File: config.mk
export PLATFORM = sky130hd
export DESIGN_NAME = alu_datapath
export DESIGN_NICKNAME = d
export VERILOG_FILES = /design/src/rtl/alu_pkg.sv /design/src/rtl/seq_muldiv.sv /design/src/rtl/alu_datapath.sv
export SDC_FILE = /design/constraint.sdc
export NUM_CORES = 1
export LEC_CHECK = 0
export ABC_AREA = 1
export CELL_PAD_IN_SITES_DETAIL_PLACEMENT = 1
export CELL_PAD_IN_SITES_GLOBAL_PLACEMENT = 2
export CORE_MARGIN = 3
export CORE_UTILIZATION = 38
export CTS_CLUSTER_DIAMETER = 200
export DETAILED_ROUTE_END_ITERATION = 6
export GPL_ROUTABILITY_DRIVEN = 0
export PLACE_DENSITY_LB_ADDON = 0.1
export SYNTH_ARGS = -nofsm -noshare
export SYNTH_HDL_FRONTEND = slang
export SYNTH_SLANG_ARGS = --single-unit
File: constraint.sdc
create_clock -name clk -period 10.98 [get_ports clk]
set_input_delay 2.196 -clock clk [delete_from_list [all_inputs] [get_ports clk]]
set_output_delay 2.196 -clock clk [all_outputs]
set_load 0.02 [all_outputs]
File: src/rtl/alu_pkg.sv
// Shared types and defaults for the multi-cycle ALU datapath.
package alu_pkg;

  localparam int WIDTH_DEF = 16;
  localparam int OPW_DEF   = 8;
  localparam int ITER      = 8;

  typedef enum logic [3:0] {
    OP_ADD  = 4'b0000,
    OP_SUB  = 4'b0001,
    OP_MUL  = 4'b0010,
    OP_DIV  = 4'b0011,
    OP_HALT = 4'b1111
  } op_t;

  typedef enum logic [1:0] {
    S_IDLE = 2'd0,
    S_EXEC = 2'd1,
    S_DONE = 2'd2,
    S_HOLD = 2'd3
  } state_t;

endpackage

File: src/rtl/seq_muldiv.sv
// Iterative engine: shift-add multiply or restoring divide, one bit per cycle.
// Outputs carry the value after the current step so the final step can be registered by the caller.
module seq_muldiv
  import alu_pkg::*;
#(
  parameter int OPW = OPW_DEF
) (
  input  logic               clk,
  input  logic               rst,
  input  logic               start,
  input  logic               mode,
  input  logic [OPW-1:0]     a,
  input  logic [OPW-1:0]     b,
  output logic               valid,
  output logic [2*OPW-1:0]   product,
  output logic [OPW-1:0]     quotient,
  output logic [OPW-1:0]     remainder
);

  localparam int CW = $clog2(ITER);

  logic             running;
  logic             mode_q;
  logic [CW-1:0]    count;
  logic [2*OPW-1:0] acc;
  logic [2*OPW-1:0] mcand;
  logic [OPW-1:0]   mplier;
  logic [OPW-1:0]   rem;
  logic [OPW-1:0]   quo;
  logic [OPW-1:0]   divisor;

  logic [OPW:0]     trial;
  logic             fits;
  logic [2*OPW-1:0] acc_n;
  logic [OPW-1:0]   rem_n;
  logic [OPW-1:0]   quo_n;

  always_comb begin
    acc_n = acc + (mplier[0] ? mcand : '0);
    trial = {rem, quo[OPW-1]};
    fits  = trial >= {1'b0, divisor};
    rem_n = fits ? OPW'(trial - {1'b0, divisor}) : trial[OPW-1:0];
    quo_n = {quo[OPW-2:0], fits};
  end

  assign valid     = running && (count == CW'(ITER - 1));
  assign product   = acc_n;
  assign quotient  = quo_n;
  assign remainder = rem_n;

  always_ff @(posedge clk or posedge rst) begin
    if (rst) begin
      running <= 1'b0;
      mode_q  <= 1'b0;
      count   <= '0;
      acc     <= '0;
      mcand   <= '0;
      mplier  <= '0;
      rem     <= '0;
      quo     <= '0;
      divisor <= '0;
    end else if (start) begin
      running <= 1'b1;
      mode_q  <= mode;
      count   <= '0;
      acc     <= '0;
      mcand   <= {{OPW{1'b0}}, a};
      mplier  <= b;
      rem     <= '0;
      quo     <= a;
      divisor <= b;
    end else if (running) begin
      count <= count + CW'(1);
      if (valid) running <= 1'b0;
      // Only the selected datapath moves; the other holds its last value.
      if (mode_q) begin
        rem <= rem_n;
        quo <= quo_n;
      end else begin
        acc    <= acc_n;
        mcand  <= mcand << 1;
        mplier <= mplier >> 1;
      end
    end
  end

endmodule

File: src/rtl/alu_datapath.sv
// Multi-cycle ALU: enable/done handshake FSM, flags and result register around seq_muldiv.
// Handshake: enable is sampled in IDLE; done pulses once; HOLD waits for enable low before re-arming.
module alu_datapath
  import alu_pkg::*;
#(
  parameter int WIDTH = WIDTH_DEF,
  parameter int OPW   = OPW_DEF
) (
  input  logic             clk,
  input  logic             reset,
  input  logic             enable,
  input  logic [3:0]       opcode,
  input  logic [OPW-1:0]   a,
  input  logic [OPW-1:0]   b,
  output logic             done,
  output logic             busy,
  output logic [WIDTH-1:0] result,
  output logic             div_by_zero,
  output logic             bad_op,
  output state_t           fsm_state
);

  state_t           state;
  state_t           state_n;
  logic [3:0]       op_q;
  logic [OPW-1:0]   a_q;
  logic [OPW-1:0]   b_q;
  logic             accept;
  logic             iter_op;
  logic             start;
  logic             complete;
  logic             eng_valid;
  logic [2*OPW-1:0] product;
  logic [OPW-1:0]   quotient;
  logic [OPW-1:0]   remainder;

  assign accept   = (state == S_IDLE) && enable;
  assign iter_op  = (op_q == OP_MUL) || (op_q == OP_DIV);
  assign start    = accept && ((opcode == OP_MUL) || (opcode == OP_DIV));
  assign complete = (state == S_EXEC) && (!iter_op || eng_valid);

  seq_muldiv #(.OPW(OPW)) u_engine (
    .clk       (clk),
    .rst       (reset),
    .start     (start),
    .mode      (opcode == OP_DIV),
    .a         (a),
    .b         (b),
    .valid     (eng_valid),
    .product   (product),
    .quotient  (quotient),
    .remainder (remainder)
  );

  always_comb begin
    state_n = state;
    case (state)
      S_IDLE: if (enable) state_n = S_EXEC;
      S_EXEC: if (complete) state_n = S_DONE;
      S_DONE: state_n = S_HOLD;
      S_HOLD: if (!enable) state_n = S_IDLE;
      default: state_n = S_IDLE;
    endcase
  end

  assign done      = (state == S_DONE);
  assign busy      = (state == S_EXEC) || (state == S_DONE);
  assign fsm_state = state;

  always_ff @(posedge clk or posedge reset) begin
    if (reset) begin
      state       <= S_IDLE;
      op_q        <= '0;
      a_q         <= '0;
      b_q         <= '0;
      result      <= '0;
      div_by_zero <= 1'b0;
      bad_op      <= 1'b0;
    end else begin
      state <= state_n;
      if (accept) begin
        op_q <= opcode;
        a_q  <= a;
        b_q  <= b;
      end
      // Flags change only here, so they describe the last completed operation.
      if (complete) begin
        div_by_zero <= 1'b0;
        bad_op      <= 1'b0;
        case (op_q)
          OP_ADD: result <= WIDTH'(a_q) + WIDTH'(b_q);
          OP_SUB: result <= WIDTH'(a_q) - WIDTH'(b_q);
          OP_MUL: result <= WIDTH'(product);
          OP_DIV: begin
            if (b_q == '0) begin
              result      <= '1;
              div_by_zero <= 1'b1;
            end else begin
              result <= WIDTH'({remainder, quotient});
            end
          end
          default: bad_op <= 1'b1;
        endcase
      end
    end
  end

endmodule

==> results of run 1 <==
[power by group]
| part | leakage, nW | internal (mW) | total, mW | switching (mW) |
|---|---|---|---|---|
| Combinational | 2.73 | 0.475 | 1.32 | 0.847 |
| Sequential | 1.39 | 0.563 | 0.685 | 0.122 |
| Clock | 0.165 | 0.206 | 0.371 | 0.165 |
| Total | 4.28 | 1.24 | 2.38 | 1.13 |
[metal layers]
layer  GRT usage  part of all wire  vias up
li1            -                 -     3100
met1       0.322              0.52     2935
met2       0.332              0.44       80
met3      0.0300             0.033       14
met4      0.0396             0.011        0
met5           0                 0        -
[tightest hold or removal path: stages (launching register included)]
cell and delay [ns]:
dfrtp_1 0.34, nand2_1 0.05, nand2_1 0.05
[registers in the layout (all words and copies together), names as in the netlist]
signal	flops
u_engine.acc	16
u_engine.running	1
u_engine.mode_q	1
u_engine.count	3
u_engine.rem	8
result	16
bad_op	1
op_q	4
u_engine.mcand	16
a_q	8
div_by_zero	1
b_q	8
u_engine.mplier	8
fsm_state	2
u_engine.divisor	8
u_engine.quo	8
[final cells by class]
class                   count  area (um^2)  share of cell area
multi-input cells         650         3690               0.456
flip-flops and latches    109         2730               0.336
inverters                 162          613              0.0756
repair buffers             45          448              0.0552
well taps                 229          287              0.0353
clock buffers               9          225              0.0278
clock inverters             7          114              0.0140
[worst max path at each step]
stage / slack (ns) / endpoint
final: 6.37 / u_engine.acc[6]
after global routing: 6.11 / u_engine.mcand[1]
after CTS: 6.38 / u_engine.acc[15]
after detailed placement: 6.01 / u_engine.acc[15]
after global placement: 6.05 / u_engine.acc[6]
after floorplan: 5.91 / a_q[0]
[through the flow]
stage	util	std cells	power, mW
after floorplan	-	946	1.64
after global placement	0.425	1195	2.00
after detailed placement	0.425	1195	2.02
after CTS	0.444	1211	2.40
after global routing	0.444	1211	2.60
final	0.444	1211	2.38
[cells in the final DEF, fill, tap and decap left out, drive strengths merged, types with 3 or more instances in the layout]
cell type      count
ha                46
inv              165
xnor2              4
nand2            287
nand3             89
mux2               8
a21oi             36
xor2               8
clkdlybuf4s50     44
o221ai            19
o211ai             6
dfrtp            109
nand4             12
fa                 4
nor2              50
o21ai             46
clkbuf             9
o22ai              9
a22o               6
and2               3
or2                4
[cell families (layout without fill, tap and decap cells)]
family | count (synthesis) | after routing
DFF | 109 | 109
adders and majority gates | 50 | 50
AOI/OAI and AO/OA | 130 | 130
and+or+nand+nor | 449 | 449
xor gates and xnor gates | 12 | 12
muxes | 9 | 9
buffers and inverters | 187 | 223
==> results by group, run 1 <==
Synthesis
  • Xor/xnor share of the synthesized area: 0.0146
  • Main area contributors after synthesis: dfrtp_1, nand2_1, ha_1
  • Largest family of logic cells by synthesized area: simple AND/OR/NAND/NOR gates
  • Distinct cells, synth: 48
  • Synth warn: 0
  • Post-synthesis adder-cell area fraction: 0.0913
  • Post-synth top area share: 0.380
  • Sequential fraction of the synthesis area: 0.380
  • Mean post-synth cell area: 7.59 um^2
  • Post-synthesis register bit count: 109
  • Most common library cells after synthesis: nand2_1, inv_1, dfrtp_1, nand3_1, ha_1
  • Async SR Flop Fraction: 1.00
  • Syn_nets: 1,019
  • Synth Flop Type: dfrtp_1
  • Most frequent cell after synthesis: nand2_1
  • Post-Syn Area: 0.00718 mm^2
  • Synth area leader: dfrtp_1
  • Mux contribution to synthesized area: 0.0139
  • Gate Count Post-Synth: 946
  • Post-synth EDFFs: 0
  • Post-synthesis simple-gate area fraction: 0.281
  • Post-synthesis compound-gate area fraction: 0.113

Place
  • Post-DP HPWL: 17.1 mm
  • DP Area: 0.00777 mm^2
  • PortBufs: 44
  • Place WS: 6.01 ns

Detailed routing
  • DR pass1 iterations: 5
  • Vias per cell: 5.06
  • Drt wl/cell: 17.6 um
  • Residual DRC: 0
  • Post-Route WL: 21.3 mm
  • DRC marker count from the first detailed-route iteration: 320
  • Vias after detailed routing: 6,129
  • Routed Antenna Nets: 0

Hold path
  • Worst Hold Path Cells: 2
  • Hold endpoint: result[5]
  • Min-Delay Path Class: reg -> reg
  • Hold path startpoint: result[5]

STA
  • F_max: 0.217 GHz
  • RSZ-0062 raised after global routing: false
  • Minimum clock period: 4.61 ns
  • Final hold viol count: 0
  • Endpoints failing setup: 0
  • Worst-Margin Slew: 0.771 ns
  • Clk_skew: 0.00991 ns
  • Fin crit share: 0.420
  • Post-Route Setup TNS: 0 ns
  • Relative slew slack: 0.486
  • Setup ws final: 6.37 ns
  • Hold_ws: 0.479 ns
  • Slew Viols, Final: 0

CTS
  • CTS max path bufs: 2
  • CTS Buf Count: 9
  • Clock slew at reported path FFs: 0.07 ns
  • CTS Root Cell: clkbuf_16
  • Clk sinks: 109
  • H-tree Lvls: 3
  • Post-CTS setup buffers: 0
  • TritonCTS clock tree: done
  • # resized after CTS: 0
  • Hold buffers post-CTS: 0
  • Clk_lat worst skew: 0.36 ns

Worst setup path
  • Flop2flop setup slack: 7.95 ns
  • Critical Path RT: 11.27 ns
  • Most common cell on crit path: nand2_2
  • Largest delay share family, worst path: simple AND/OR/NAND/NOR gates
  • Crit path depth: 8
  • Critical path capture point type: flip-flop
  • Critical Path Source: enable
  • End of the worst register-to-register path: u_engine.acc[6]
  • Worst Reg-to-Reg Cells: 9
  • CP cell instances: clkdlybuf4s50_1, nand2_2, nor2_4, nand2_4, o21ai_4, nand2_2, inv_2, a32o_1
  • Crit path kind: in -> reg
  • CP max FO: 32
  • Critical Path Slowest Stage Cell: clkdlybuf4s50_1
  • Signal arrival time at the worst endpoint: 4.90 ns
  • Bufs and invs on worst path: 2
  • Slowest stage delay, CP: 0.51 ns
  • Reg-to-Reg Start: fsm_state[1]
  • Startpoint class of the critical path: input port

Floorplan
  • Die height: 143 um
  • Top-Level Pins: 45
  • Starting density of the core: 0.393
  • Die Wd: 143 um
  • Core Region: 0.0183 mm^2
  • # rows: 49
  • Die area: 0.0206 mm^2

Pwr
  • Pwr Density: 293 mW/mm^2
  • Max VDD drop: 146 uV
  • Static Leakage: 4.28 nW

Layout
  • Number of fill cells: 2,278
  • Post-layout instance area: 0.00811 mm^2
  • Area delta synth->final: 12.9%
  • Nets: 1,050
  • # diodes: 0
  • Layout cells sized above 1: 0.0754

Global route
  • Largest net degree at the start of global routing: 61
  • Initial antenna violation count: 0
  • First-pass GRT wire length: 34.5 mm
  • Vias in the first global route: 6,392
  • Global route total overflow: 0
  • Total track usage: 0.214

Run
  • Max cap viols: 0

Status
  • Status: completed
No activity file was read; power rests on OpenSTA's default activity.
==> run 2, diff against run 1 <==
Settings changed: CORE_UTILIZATION 38 to 36.
Clock period 10.98 ns to 4.25 ns, I/O delays scaled along.
==> results by group, run 2 (same netlist as run 1, synthesis figures left out) <==
CTS
  • Post-CTS setup buffers: 0 (unchanged)
  • Clock slew at reported path FFs: 0.09 ns (was 0.07 ns)
  • CTS Root Cell: clkbuf_16 (unchanged)
  • Hold buffers post-CTS: 0 (unchanged)
  • H-tree Lvls: 3 (unchanged)
  • # resized after CTS: 0 (unchanged)
  • CTS max path bufs: 2 (unchanged)
  • Clk_lat worst skew: 0.37 ns (was 0.36 ns)
  • TritonCTS clock tree: done (unchanged)
  • Clk sinks: 109 (unchanged)
  • CTS Buf Count: 9 (unchanged)

Worst setup path
  • Most common cell on crit path: nand2_2 (unchanged)
  • Critical Path Slowest Stage Cell: clkdlybuf4s50_1 (unchanged)
  • Slowest stage delay, CP: 0.51 ns (about the same)
  • Critical path capture point type: flip-flop (unchanged)
  • Worst Reg-to-Reg Cells: 11 (was 9)
  • Flop2flop setup slack: 1.61 ns (was 7.95 ns)
  • CP max FO: 24 (was 32)
  • Critical Path RT: 4.56 ns (was 11.27 ns)
  • Startpoint class of the critical path: input port (unchanged)
  • Signal arrival time at the worst endpoint: 3.13 ns (was 4.90 ns)
  • Reg-to-Reg Start: u_engine.mplier[0] (was fsm_state[1])
  • CP cell instances: clkdlybuf4s50_1, nand2_2, nor2_4, nand2_4, o21ai_4, nand2_2, inv_2, a32o_1 (unchanged)
  • Crit path kind: in -> reg (unchanged)
  • End of the worst register-to-register path: result[6] (was u_engine.acc[6])

STA
  • Post-Route Setup TNS: 0 ns (unchanged)
  • Fin crit share: 0.663
  • Final hold viol count: 0 (unchanged)
  • Endpoints failing setup: 0 (unchanged)
  • Clk_skew: 0.0183 ns (was 0.00991 ns)
  • Relative slew slack: 0.496 (was 0.486)
  • Minimum clock period: 2.82 ns
  • Slew Viols, Final: 0 (unchanged)
  • Setup ws final: 1.43 ns (was 6.37 ns)
  • F_max: 0.355 GHz
  • RSZ-0062 raised after global routing: false (unchanged)
  • Worst-Margin Slew: 0.757 ns (was 0.771 ns)

Global route
  • Largest net degree at the start of global routing: 56 (was 61)
  • Vias in the first global route: 6,290 (was 6,392)
  • Global route total overflow: 0 (unchanged)
  • Total track usage: 0.207 (was 0.214)
  • First-pass GRT wire length: 35.1 mm (was 34.5 mm)
  • Initial antenna violation count: 0 (unchanged)

Layout
  • Number of fill cells: 2,458 (was 2,278)
  • Top flop regs: result (16), u_engine.acc (16), u_engine.mcand (16) (unchanged)
  • Most common cell after layout, fill and taps aside: nand2_1 (unchanged)
  • Post-layout instance area: 0.00816 mm^2 (was 0.00811 mm^2)
  • # diodes: 0 (unchanged)
  • Area delta synth->final: 13.6% (was 12.9%)
  • Layout cells sized above 1: 0.0763 (was 0.0754)
  • Nets: 1,051 (was 1,050)
  • Most frequent cells in the layout: nand2_1, inv_1, dfrtp_1 (unchanged)

Pwr
  • Pwr Density: 745 mW/mm^2 (was 293 mW/mm^2)
  • Max VDD drop: 384 uV (was 146 uV)
  • Static Leakage: 4.28 nW (about the same)

Detailed routing
  • Drt wl/cell: 17.5 um (was 17.6 um)
  • Vias after detailed routing: 6,201 (was 6,129)
  • Residual DRC: 0 (unchanged)
  • Post-Route WL: 21.9 mm (was 21.3 mm)
  • Vias per cell: 4.97 (was 5.06)
  • Routed Antenna Nets: 0 (unchanged)
  • DRC marker count from the first detailed-route iteration: 399 (was 320)
  • DR pass1 iterations: 4 (was 5)

Floorplan
  • # rows: 51 (was 49)
  • Core Region: 0.0195 mm^2 (was 0.0183 mm^2)
  • Top-Level Pins: 45 (unchanged)
  • Die Wd: 147 um (was 143 um)
  • Starting density of the core: 0.368 (was 0.393)
  • Die area: 0.0217 mm^2 (was 0.0206 mm^2)
  • Die height: 147 um (was 143 um)

Place
  • Post-DP HPWL: 17.5 mm (was 17.1 mm)
  • PortBufs: 44 (unchanged)
  • Place WS: 1.05 ns (was 6.01 ns)
  • DP Area: 0.00784 mm^2 (was 0.00777 mm^2)

Hold path
  • Hold path startpoint: result[13] (was result[5])
  • Hold endpoint: result[13] (was result[5])
  • Min-Delay Path Class: reg -> reg (unchanged)
  • Worst Hold Path Cells: 2 (unchanged)

Status
  • Status: completed (unchanged)

Run
  • Max cap viols: 0 (unchanged)
run 2: cell types whose count changed in the layout (fill, tap and decap cells not counted), sizes merged:
cell / change
buf: +1
bufinv: -2
clkinv: +1
inv: +1
run 2: cell type report:
class | count | area (um^2) | share of cell area
clock inverters | 7 | 101 | 0.0124
clock buffers | 9 | 225 | 0.0276
flip-flops and latches | 109 | 2730 | 0.334
multi-input cells | 650 | 3690 | 0.453
inverters | 162 | 613 | 0.0751
well taps | 265 | 332 | 0.0406
repair buffers | 46 | 468 | 0.0573
run 2: worst max path at each step:
| stage | endpoint | startpoint | slack (ns) |
|---|---|---|---|
| finish | u_engine.acc[6] | enable | 1.43 |
| global route | u_engine.acc[15] | enable | 1.22 |
| CTS | u_engine.acc[6] | enable | 1.44 |
| detailed placement | u_engine.acc[6] | enable | 1.05 |
| global placement | u_engine.acc[6] | enable | 1.08 |
| floorplan | a_q[0] | reset | 0.53 |
run 2: metal layers:
layer,up-vias,routed length [um],global-route usage,part of all wire
met5,-,0,0,0
met4,0,126,0.0266,0.0058
met3,10,637,0.0305,0.029
met2,85,10100,0.332,0.46
met1,2993,11000,0.307,0.50
li1,3113,-,-,-
run 2: critical path, delay by kind of cell:
family,cells,cell delay (ns)
compound gates,2,0.52
buf+inv,2,0.92
simple gates,4,0.81
run 2: metrics by stage:
stage / cells / hold WS (ns) / power [mW] / utilization
after floorplan: 946 / 0.453 / 4.23 / -
after global placement: 1232 / 0.463 / 5.17 / 0.401
after global routing: 1248 / 0.516 / 6.69 / 0.418
after CTS: 1248 / 0.486 / 6.17 / 0.418
after detailed placement: 1232 / 0.465 / 5.21 / 0.401
final: 1248 / 0.482 / 6.08 / 0.418
run 2: power breakdown:
group	leakage, nW	total (mW)	switching, mW	internal (mW)
Combinational	2.74	3.41	2.17	1.23
Sequential	1.39	1.76	0.308	1.45
Clock	0.157	0.912	0.476	0.436
==> run 3, diff against run 2 <==
Settings changed: CORE_UTILIZATION 36 to 32.
Clock period 4.25 ns to 2.41 ns, I/O delays scaled along.
==> results by group, run 3 (same netlist as run 1, synthesis figures left out) <==
Worst setup path
  • Crit path kind: reg -> out (was in -> reg)
  • Critical path capture point type: output pin (was flip-flop)
  • CP cell instances: inv_1, ha_1, clkdlybuf4s50_1 (was clkdlybuf4s50_1, nand2_2, nor2_4, nand2_4, o21ai_4, nand2_2, inv_2, a32o_1)
  • CP max FO: 4 (was 24)
  • Startpoint class of the critical path: flip-flop (was input port)
  • Critical Path RT: 1.93 ns (was 4.56 ns)
  • Slowest stage delay, CP: 0.61 ns (was 0.51 ns)
  • Signal arrival time at the worst endpoint: 1.81 ns (was 3.13 ns)
  • Critical Path Slowest Stage Cell: clkdlybuf4s50_1 (unchanged)

STA
  • Relative slew slack: 0.687 (was 0.496)
  • Endpoints failing setup: 0 (unchanged)
  • F_max: 0.436 GHz
  • Slew Viols, Final: 0 (unchanged)
  • Worst-Margin Slew: 0.469 ns (was 0.757 ns)
  • Final hold viol count: 0 (unchanged)
  • Clk_skew: 0.0134 ns (was 0.0183 ns)
  • Minimum clock period: 2.29 ns
  • Fin crit share: 0.951

Detailed routing
  • Residual DRC: 0 (unchanged)
  • Routed Antenna Nets: 0 (unchanged)
  • DR pass1 iterations: 4 (unchanged)
  • Post-Route WL: 23.1 mm (was 21.9 mm)
  • Vias per cell: 4.82 (was 4.97)
  • Drt wl/cell: 18.0 um (was 17.5 um)
  • Vias after detailed routing: 6,195 (was 6,201)
  • DRC marker count from the first detailed-route iteration: 308 (was 399)

Status
  • Status: completed (unchanged)

CTS
  • CTS max path bufs: 2 (unchanged)
  • H-tree Lvls: 3 (unchanged)
  • Clk sinks: 109 (unchanged)
  • Clock slew at reported path FFs: 0.09 ns (about the same)
  • CTS Root Cell: clkbuf_16 (unchanged)
  • Post-CTS setup buffers: 0 (unchanged)
  • TritonCTS clock tree: done (unchanged)
  • CTS Buf Count: 9 (unchanged)
  • Clk_lat worst skew: 0.36 ns (was 0.37 ns)

Global route
  • Global route total overflow: 0 (unchanged)
  • First-pass GRT wire length: 37.0 mm (was 35.1 mm)
  • Total track usage: 0.197 (was 0.207)
  • Vias in the first global route: 6,533 (was 6,290)
  • Largest net degree at the start of global routing: 60 (was 56)
  • Initial antenna violation count: 0 (unchanged)

Pwr
  • Final Total Pwr: 11.1 mW (was 6.08 mW)
  • Sw Pwr: 5.40 mW (was 2.96 mW)
  • Clk pwr share: 0.143 (was 0.150)
  • Part of the power in registers: 0.280 (was 0.290)
  • Static Leakage: 4.39 nW (was 4.28 nW)
  • Pwr Density: 1320 mW/mm^2 (was 745 mW/mm^2)
  • Max VDD drop: 488 uV (was 384 uV)
  • Logic pwr share: 0.577 (was 0.560)
  • Net Sw Frac: 0.487 (was 0.486)
  • Int Pwr: 5.70 mW (was 3.12 mW)

Floorplan
  • Starting density of the core: 0.327 (was 0.368)
  • Top-Level Pins: 45 (unchanged)
  • Core Region: 0.0220 mm^2 (was 0.0195 mm^2)
  • # rows: 54 (was 51)
  • Die area: 0.0243 mm^2 (was 0.0217 mm^2)
  • Die Wd: 156 um (was 147 um)
  • Die height: 156 um (was 147 um)

Layout
  • Area delta synth->final: 17.1% (was 13.6%)
  • Nets: 1,074 (was 1,051)
  • Post-layout instance area: 0.00841 mm^2 (was 0.00816 mm^2)
  • Most frequent cells in the layout: nand2_1, inv_1, dfrtp_1 (unchanged)
  • Layout cells sized above 1: 0.106 (was 0.0763)
  • # diodes: 0 (unchanged)
  • Most common cell after layout, fill and taps aside: nand2_1 (unchanged)
  • Top flop regs: result (16), u_engine.acc (16), u_engine.mcand (16) (unchanged)

Place
  • PortBufs: 44 (unchanged)
  • Post-DP HPWL: 18.7 mm (was 17.5 mm)
  • DP Area: 0.00807 mm^2 (was 0.00784 mm^2)

Run
  • Max cap viols: 0 (unchanged)

Hold path
  • Min-Delay Path Class: in -> async (was reg -> reg)
run 3: path summary, 6_finish.rpt:
| path | depth (start not counted) | slack [ns] | start | to |
|---|---|---|---|---|
| min in group clk | 2 | 0.48 | result[5] | result[5] |
| max in group asynchronous | 3 | 1.53 | reset | b_q[0] |
| worst min register to register | 2 | 0.48 | result[5] | result[5] |
| worst min-delay path | 2 | 0.35 | reset | fsm_state[1] |
| worst max-delay path | 3 | 0.12 | fsm_state[0] | busy |
| worst max register to register | 13 | 0.13 | u_engine.mplier[0] | result[10] |
run 3: final cells by class:
class,count,area (um^2)
fill,2707,13500
multi-input combinational,650,3730
sequential,109,2730
timing repair buffer,69,678
inverter,162,614
tap,280,350
clock buffer,9,225
clock inverter,7,82.6
run 3: through the flow:
step	instances	hold slack [ns]	utilization	setup WS, ns	setup TNS (ns)
2_1_floorplan	946	0.453	-	0.140	0
3_3_place_gp	1270	0.464	0.367	-0.00657	-0.00657
3_5_place_dp	1270	0.466	0.367	0.0724	0
4_1_cts	1286	0.332	0.381	0.0521	0
5_1_grt	1286	0.337	0.383	-0.00920	-0.00920
6_report	1286	0.345	0.383	0.117	0
run 3: what timing repair did:
| item | 4_1_cts | 5_1_grt |
|---|---|---|
| resized for setup | 0 | 10 |
| hold endpoints to repair | 0 | 0 |
| setup endpoints to repair | 0 | 5 |
| hold buffers | 0 | 0 |
run 3: power groups by stage:
stage,Sequential (mW),Clock (mW),Combinational (mW)
3_3_place_gp,3.15,0,6.43
3_5_place_dp,3.15,0,6.46
6_report,3.11,1.58,6.41
4_1_cts,3.12,1.65,6.48
2_1_floorplan,3.13,0,4.34
5_1_grt,3.22,1.71,7.27
run 3: critical path, delay by kind of cell, from the launching register on:
family | cells | cell delay (ns)
fa+ha+maj | 1 | 0.32
buf+inv | 2 | 0.72
flops | 1 | 0.41
run 3: layer usage:
metal / vias up / GRT usage / wire, um / part of all wire
met5: - / 0 / 0 / 0
met4: 0 / 0.0366 / 285 / 0.012
met3: 15 / 0.0294 / 564 / 0.024
met2: 63 / 0.318 / 10600 / 0.46
met1: 2963 / 0.282 / 11600 / 0.50
li1: 3154 / - / - / -
